`config.mk`:
```
export PLATFORM = sky130hd
export DESIGN_NAME = alu_arbiter
export DESIGN_NICKNAME = d
export VERILOG_FILES = /design/src/rtl/alu_arbiter.sv
export SDC_FILE = /design/constraint.sdc
export NUM_CORES = 1
export LEC_CHECK = 0
export BUFFER_PORTS_ARGS = -buffer_cell sky130_fd_sc_hd__buf_2
export CORE_ASPECT_RATIO = 1.5
export CORE_MARGIN = 1
export CORE_UTILIZATION = 57
export CTS_CLUSTER_SIZE = 20
export DETAILED_ROUTE_END_ITERATION = 7
export HOLD_SLACK_MARGIN = 0.02
export PLACE_DENSITY = 0.84
export SETUP_SLACK_MARGIN = 0.05
export SLEW_MARGIN = 40
export SYNTH_ARGS = -nofsm -noshare
export SYNTH_HDL_FRONTEND = slang
export SYNTH_HIERARCHICAL = 1
export SYNTH_SLANG_ARGS = --single-unit
```
`constraint.sdc`:
```
create_clock -name clk -period 5.6 [get_ports clk]
set_input_delay 1.12 -clock clk [delete_from_list [all_inputs] [get_ports clk]]
set_output_delay 1.12 -clock clk [all_outputs]
set_load 0.01 [all_outputs]
```
`src/rtl/alu_arbiter.sv`:
```
// alu_arbiter: shares one 64-bit ALU between two valid/ready requesters.
// A round-robin grant picks one request in IDLE, the operands are latched,
// the ALU result is registered in EXEC and held in RESP until the owner
// takes it. A saturating counter tracks how many operations overflowed.

module alu #(
  parameter int DATA_W = 64
) (
  input  logic        [1:0]        op,
  input  logic signed [DATA_W-1:0] in1,
  input  logic signed [DATA_W-1:0] in2,
  output logic signed [DATA_W-1:0] out,
  output logic                     of_flag
);

  logic signed [DATA_W-1:0] sum;
  logic signed [DATA_W-1:0] diff;

  assign sum  = in1 + in2;
  assign diff = in1 - in2;

  // Opcode decode; signed overflow only exists for add and sub.
  always_comb begin
    out     = '0;
    of_flag = 1'b0;
    case (op)
      2'b00: begin
        out     = sum;
        of_flag = (in1[DATA_W-1] == in2[DATA_W-1]) && (sum[DATA_W-1] != in1[DATA_W-1]);
      end
      2'b01: begin
        out     = diff;
        of_flag = (in1[DATA_W-1] != in2[DATA_W-1]) && (diff[DATA_W-1] != in1[DATA_W-1]);
      end
      2'b10: out = in1 & in2;
      default: out = in1 ^ in2;
    endcase
  end

endmodule

module alu_arbiter #(
  parameter int CNT_W = 16
) (
  input  logic                    clk,
  input  logic                    reset,
  input  logic                    req0_valid,
  output logic                    req0_ready,
  input  logic        [1:0]       req0_op,
  input  logic signed [63:0]      req0_a,
  input  logic signed [63:0]      req0_b,
  input  logic                    req1_valid,
  output logic                    req1_ready,
  input  logic        [1:0]       req1_op,
  input  logic signed [63:0]      req1_a,
  input  logic signed [63:0]      req1_b,
  output logic                    rsp0_valid,
  input  logic                    rsp0_ready,
  output logic                    rsp1_valid,
  input  logic                    rsp1_ready,
  output logic signed [63:0]      rsp_result,
  output logic                    rsp_of,
  output logic                    busy,
  output logic        [CNT_W-1:0] of_count
);

  localparam int DATA_W = 64;

  typedef enum logic [1:0] {
    IDLE = 2'd0,
    EXEC = 2'd1,
    RESP = 2'd2
  } state_t;

  state_t state;
  logic   prio;
  logic   owner;

  logic                     grant_id;
  logic                     accept;
  logic                     rsp_done;

  logic        [1:0]        op_p0;
  logic signed [DATA_W-1:0] a_p0;
  logic signed [DATA_W-1:0] b_p0;

  logic signed [DATA_W-1:0] alu_out;
  logic                     alu_of;

  // Event counter increment that sticks at all-ones instead of wrapping.
  function automatic logic [CNT_W-1:0] sat_inc(input logic [CNT_W-1:0] cnt);
    return (&cnt) ? cnt : cnt + 1'b1;
  endfunction

  // Round-robin choice: a lone requester wins, a tie goes to prio.
  always_comb begin
    grant_id = prio;
    if (req0_valid && !req1_valid)
      grant_id = 1'b0;
    else if (req1_valid && !req0_valid)
      grant_id = 1'b1;
  end

  assign req0_ready = (state == IDLE) && req0_valid && (grant_id == 1'b0);
  assign req1_ready = (state == IDLE) && req1_valid && (grant_id == 1'b1);
  assign accept     = req0_ready || req1_ready;

  assign rsp0_valid = (state == RESP) && (owner == 1'b0);
  assign rsp1_valid = (state == RESP) && (owner == 1'b1);
  assign rsp_done   = owner ? rsp1_ready : rsp0_ready;

  assign busy = (state != IDLE);

  // ---- p0: operand capture at grant; later reqN_* changes cannot leak in
  // Operand registers carry no reset: they are only read after a grant.
  always_ff @(posedge clk) begin
    if (accept) begin
      op_p0 <= grant_id ? req1_op : req0_op;
      a_p0  <= grant_id ? req1_a  : req0_a;
      b_p0  <= grant_id ? req1_b  : req0_b;
    end
  end

  // ---- EXEC: ALU sees only the latched operands
  alu #(
    .DATA_W(DATA_W)
  ) u_alu (
    .op     (op_p0),
    .in1    (a_p0),
    .in2    (b_p0),
    .out    (alu_out),
    .of_flag(alu_of)
  );

  // Sequencer: grant in IDLE, register ALU output in EXEC, hold until taken in RESP.
  always_ff @(posedge clk or posedge reset) begin
    if (reset) begin
      state      <= IDLE;
      prio       <= 1'b0;
      owner      <= 1'b0;
      rsp_result <= '0;
      rsp_of     <= 1'b0;
      of_count   <= '0;
    end else begin
      case (state)
        IDLE: begin
          if (accept) begin
            owner <= grant_id;
            state <= EXEC;
          end
        end
        EXEC: begin
          rsp_result <= alu_out;
          rsp_of     <= alu_of;
          if (alu_of)
            of_count <= sat_inc(of_count);
          state <= RESP;
        end
        RESP: begin
          // The requester just served loses the next tie.
          if (rsp_done) begin
            prio  <= ~owner;
            state <= IDLE;
          end
        end
        default: state <= IDLE;
      endcase
    end
  end

endmodule

```
### Word-level counts from Yosys, hierarchy flattened

Index checks and enable logic that the tools add are counted.

| storage, ports and cells | value |
|---|---|
| latch bits | 0 |
| word-level logic and storage cells | 59 |
| bits of input ports | 266 |
| bits in writable memories | 0 |
| memory bits (read-only) | 0 |
| memories kept | 0 |
| bits in registers | 215 |
| output and inout port bits | 86 |

| cells by class | value |
|---|---|
| divide/modulo/power cells | 0 |
| add/subtract/negate cells | 3 |
| mux-type cells | 11 |
| equal/unequal tests | 10 |
| order comparisons | 0 |
| reduce and logical (&&, ||, !) cells | 21 |
| multipliers | 0 |
| shift-type cells | 0 |
| bitwise operators | 5 |

Operators with widths:

| operator | number |
|---|---|
| one-hot mux 64 bit (3 select lines) | 1 |
| two-way mux 64 bit | 2 |
| adder 64 bit | 1 |
| bitwise AND 64 bit | 1 |
| subtractor 64 bit | 1 |
| XOR 64 bit | 1 |
| adder 16 x 1 -> 16 bit, second input constant | 1 |
| AND reduction 16 bit | 1 |
| logical AND 1 bit | 10 |
| two-way mux 2 bit | 3 |
| one-hot mux 2 bit (3 select lines) | 1 |
| AND reduction 2 bit | 3 |
| == test 2 x 1 -> 1 bit, second input constant | 2 |
| == test 2 bit, second input constant | 2 |
| zero test 2 bit | 2 |
| inequality test 2 bit, second input constant | 2 |
| two-way mux 1 bit | 3 |
| inequality test 1 bit | 3 |
| NOT 1 bit | 3 |
| AND reduction 3 bit | 1 |
| zero test 1 bit | 2 |
| one-hot mux 1 bit (2 select lines) | 1 |
| nonzero test 2 bit | 1 |
| == test 1 bit | 1 |
| logical OR 1 bit | 1 |

### Logic depth before layout (Yosys ltp)

| depth | value |
|---|---|
| depth after elaboration | 9 |
| mapped depth | 19 |
| gate-level depth less buffers | 17 |

### Modules after synthesis

The synthesis kept the hierarchy.

By module, submodules not included:

| module | cells each | area an instance (µm²) | instances | sequential area each (µm²) |
|---|---|---|---|---|
| alu | 1,546 | 9,510.4 | 1 | 0.0 |
| alu_arbiter | 509 | 8,927.3 | 1 | 6,030.8 |

### Worst setup path before layout

No wires, ideal clock.

| timing path | value |
|---|---|
| path kind | input to register |
| start point | in req1_valid |
| end point | reg a_p0[0], enable pin |
| setup time | 501 ps |
| path slack | 1,037 ps |
| stages on the path | 1 |
| data required time | 5,099 ps |
| arrival | 4,062 ps |
| path buffers | 0 |
| cell sequence | o21a_1 |

| on the way | value |
|---|---|
| word-level cells in the longest chain between the ends | 6 |
| elaborated cells on any way between the ends | 10 |
| those cells by class | mux (2); bitwise (1); reduce/logical (7) |

RTL lines:

| item | RTL line | source |
|---|---|---|
| start, declared | 52 | `input logic req1_valid,` |
| logical AND 1 bit / zero test 1 bit (equally long branches) | 100, 98 |  |
| two-way mux 1 bit / logical AND 1 bit (equally long branches) | 100, 98 |  |
| two-way mux 1 bit | 98 | `if (req0_valid && !req1_valid)` |
| NOT 1 bit | 104 | `assign req0_ready = (state == IDLE) && req0_valid && (grant_id == 1'b0);` |
| logical AND 1 bit | 104 |  |
| logical OR 1 bit (*) | 106 | `assign accept = req0_ready \|\| req1_ready;` |
| end signal, assigned | 119 | `a_p0 <= grant_id ? req1_a : req0_a;` |
| end, declared | 84 | `logic signed [DATA_W-1:0] a_p0;` |

Every way passes the cells marked *; elsewhere a longest branch is shown, timed or not.
A chain may end at the register's enable or synchronous reset.

### Worst setup path after layout

| timing path | value |
|---|---|
| start point | reg a_p0[5] |
| end point | reg of_count[7] |

| on the way | value |
|---|---|
| word-level cells in the longest chain between the ends | 5 |
| elaborated cells on any way between the ends | 8 |
| those cells by class | add/sub (2); eq/ne (2); mux (1); reduce/logical (3) |

RTL lines:

| item | RTL line | source |
|---|---|---|
| subtractor 64 bit / adder 64 bit (equally long branches) | 20, 19 |  |
| inequality test 1 bit, on equally long branches | 33, 29 |  |
| logical AND 1 bit, on equally long branches | 33, 29 |  |
| one-hot mux 1 bit (2 select lines) (*) | 26 | `case (op)` |
| net alu_of | 88 | `logic alu_of;` |
| AND reduction 3 bit (no source line) (*) | n/a |  |
| end signal, assigned | 156 | `of_count <= sat_inc(of_count);` |
| end, declared | 64 | `output logic [CNT_W-1:0] of_count` |

Mark *: on every way through the listed nets, which the timed path passes. The rest lies on a longest branch.

==> results.py <==
metrics = {
    "clock_tree": {
        "inserted_clock_buffers": 23,
        "clk_transition_reported_paths_ns": 0.06,
        "clockBufferDepth": 3,
        "clockRootBuffer": "clkbuf_16",
        "clkSinkCount": 215,
        "clk_latency_ns": 0.56,
        "cts_repair_resize_count": 0,
        "post-cts-setup-buffers": 0,
        "holdBufCountCts": 0,
        "cts_tree": "done",
        "clock_tree.htree_level_count": 1,
    },
    "power": {
        "p_seq_share_pct": 21.7,
        "power.leakage_uw": 0.00922,
        "comb_power_share_pct": 66.4,
        "clockPowerShare_pct": 11.9,
        "switching_share_pct": 50.5,
        "power_switching_uw": 6490,
        "internal_power_uw": 6370,
        "vdd_ir_drop_max_v": 0.000385,
        "power.density_nw_per_um2": 609,
    },
    "timing": {
        "unrepaired_setup_endpoints_after_global_routing": "no",
        "setup_ws_ns": 0.500,
        "totalNegativeSetupSlack_ns": 0,
        "slew_violations": 0,
        "period_needed_ns": 5.10,
        "max_clock_freq_ghz": 0.196,
        "fin_crit_share_pct": 91.1,
        "finClkSkew_ns": 0.0288,
        "finalSetupViolCount": 0,
        "transition_at_the_pin_with_the_smallest_max_transition_slack_ns": 0.860,
        "finalHoldViolCount": 0,
        "timing.max_slew.rel_slack_pct": 42.7,
    },
    "route": {
        "routed_wirelength_microns": 63300,
        "detail_route.vias_per_cell": 6.47,
        "drt-wirelength-per-cell_microns": 22.9,
        "via_count": 17884,
        "drt_pass1_iterations": 6,
        "drcViolationCount": 0,
        "antenna_violating_nets_post_route": 0,
        "drtIter0Drc": 1231,
    },
    "setup_path": {
        "path_max_fanout": 12,
        "required_ns": 6.07,
        "worstSetupPathType": "flop to flop",
        "setup.worst_path.end_class": "flop",
        "arrival_ns": 5.58,
        "worst_setup_path_start_kind": "flop",
    },
    "final_layout": {
        "layout-drive-gt1-share_pct": 23.6,
        "most-common-layout-cells": "buf_2, a21oi_1, nor2_1",
        "fillerInstances": 2551,
        "final_cell_count_no_fill": 2764,
        "stdcell_area_sq_um": 21100,
        "syn_to_layout_area_delta_pct": 14.6,
        "layout.nets": 2733,
        "mostFrequentLayoutCell": "buf_2",
        "n_antenna_cell": 0,
    },
    "logic_synthesis": {
        "synthesis.nets": 2451,
        "synthesis.instances": 2055,
        "synth_top_flop_cell": "edfxtp_1",
        "number_of_enable_flip_flop_cells_after_synthesis": 130,
        "synth_top_cell_by_area": "edfxtp_1",
        "syn-cell-area_sq_um": 18400,
        "synth.yosys.seq_area_share_pct": 32.7,
        "ys_top_cells_by_area": "edfxtp_1, dfrtp_1, ha_1",
        "netlist-cell-type-count": 88,
        "postSynthRegisterBits": 215,
        "yosys_warnings": 6,
        "synth_top_area_share_pct": 21.2,
        "syn_area_per_cell_sq_um": 8.97,
        "async_flop_share_pct": 39.5,
    },
    "global_route": {
        "grt_pass1_vias": 18052,
        "grt.overflow.total": 0,
        "grt_antenna_before_repair": 1,
        "global_route.usage.total_pct": 38.2,
        "grt_max_degree": 132,
        "global_route_wire_length_before_repair_microns": 98000,
    },
    "placement": {
        "port-buffer-count": 351,
        "postPlaceCellArea_sq_um": 20400,
        "placedCellCount": 2722,
        "place_worst_setup_slack_ns": 0.617,
        "dp_hpwl_microns": 47100,
        "gp_congestion": 0.996,
    },
    "floorplan": {
        "fp.dieH_microns": 222,
        "die_x_microns": 149,
        "start_util_pct": 57.9,
        "floorplan.rows": 80,
        "die_area_sq_um": 33100,
        "top_ports": 352,
        "core_sq_um": 31800,
    },
    "run_status": {
        "run_status": "finished, final reports clean",
    },
    "hold_path": {
        "hold_path.class": "flop to flop",
    },
    "job": {
        "cap_viol_max_count": 0,
    },
}
==> cells by family (layout without fill, tap and decap cells) <==
kind of cell               count (synthesis)  after routing  share of synthesized area [%]
adders and majority gates                130            130                           8.90
DFF                                      215            215                           32.7
xor gates and xnor gates                  38             38                           1.81
and+or+nand+nor                          541            541                           14.1
buffers and inverters                    256            555                           5.88
muxes                                    229            229                           13.9
AOI/OAI and AO/OA                        646            646                           22.7
==> worst max-delay path: stages (launching register included) <==
cell and delay (ns):
edfxtp_1 0.40, ha_1 0.47, nor3_1 0.32, nand2_1 0.08, o21ai_0 0.36, o221ai_1 0.30, a211oi_1 0.33, nor3_1 0.12
buf_4 0.18, o21ai_1 0.31, a2111oi_0 0.18, o31ai_1 0.41, xor2_1 0.19, a32o_1 0.22, and3b_2 0.24, o41a_1 0.41
nor3b_1 0.29, xor2_1 0.19
==> registers in the layout, summed over array words and instances (netlist names) <==
name and count:
rsp_result 64, op_p0 2, prio 1, a_p0 64, owner 1, rsp_of 1
b_p0 64, of_count 16, state 2
==> metrics by stage <==
step	utilization, %	hold slack (ns)	total power, uW
final	66.4	0.503	12900
after global routing	66.4	0.514	13600
after CTS	66.4	0.505	12600
after detailed placement	64.0	0.491	11000
after global placement	64.0	0.486	10900
after floorplan	-	0.509	8590
==> Yosys cell counts, types with 9 or more instances <==
| master | count |
|---|---|
| nor2_1 | 184 |
| nor4_1 | 29 |
| a311oi_1 | 10 |
| mux2_2 | 104 |
| a21oi_1 | 202 |
| and3_1 | 16 |
| a2111oi_0 | 9 |
| o21ai_0 | 132 |
| xor2_1 | 9 |
| a21o_1 | 40 |
| o211ai_1 | 34 |
| o21bai_1 | 29 |
| a221oi_1 | 10 |
| edfxtp_1 | 130 |
| buf_2 | 27 |
| mux2i_1 | 23 |
| dfrtp_1 | 85 |
| nand2_1 | 110 |
| buf_1 | 14 |
| a31oi_1 | 21 |
| nand2b_1 | 20 |
| xnor2_1 | 29 |
| mux2_1 | 100 |
| inv_1 | 135 |
| a211oi_1 | 33 |
| nor3_1 | 50 |
| and2_1 | 14 |
| o31ai_1 | 27 |
| ha_1 | 128 |
| nor2b_1 | 23 |
| clkbuf_1 | 65 |
| o21a_1 | 10 |
| nand4_1 | 19 |
| buf_6 | 12 |
| nand3_1 | 40 |
==> area by class of cell <==
type / instances / area (sq um) / share of cell area (%)
sequential: 215 / 6030 / 28.5
tap: 410 / 513 / 2.43
multi-input combinational: 1584 / 11400 / 53.8
clock inverter: 12 / 101 / 0.480
clock buffer: 30 / 642 / 3.04
timing repair buffer: 375 / 1950 / 9.24
inverter: 138 / 523 / 2.47
==> layer usage <==
layer  global-route usage, %  part of all wire, %  vias to the layer above
met5                       0                0.016                        -
met4                    24.5                  7.0                        2
met3                    5.36                  6.6                      268
met2                    69.8                   52                      923
met1                    40.4                   35                     8518
li1                        -                    -                     8173
==> power by group through the flow <==
stage	Sequential, uW	Clock (uW)	Combinational, uW
final	2790	1530	8550
after global routing	2860	1610	9170
after CTS	2790	1540	8300
after detailed placement	2810	0	8230
after global placement	2770	0	8110
after floorplan	2870	0	5720
==> path summary, 6_finish.rpt <==
check	startpoint	end	slack [ns]	cells after the start
setup / recovery	a_p0[5]$_DFFE_PN_	of_count[7]$_DFFE_PP0P_	0.50	17
hold / removal	rsp_result[5]$_DFFE_PP0P_	rsp_result[5]$_DFFE_PP0P_	0.50	1
setup reg to reg	a_p0[5]$_DFFE_PN_	of_count[7]$_DFFE_PP0P_	0.50	17
hold reg to reg	rsp_result[5]$_DFFE_PP0P_	rsp_result[5]$_DFFE_PP0P_	0.50	1
max in group asynchronous	reset	rsp_result[58]$_DFFE_PP0P_	4.08	3
min in group asynchronous	reset	rsp_result[26]$_DFFE_PP0P_	0.59	2
(Power assumes the default switching activity.)
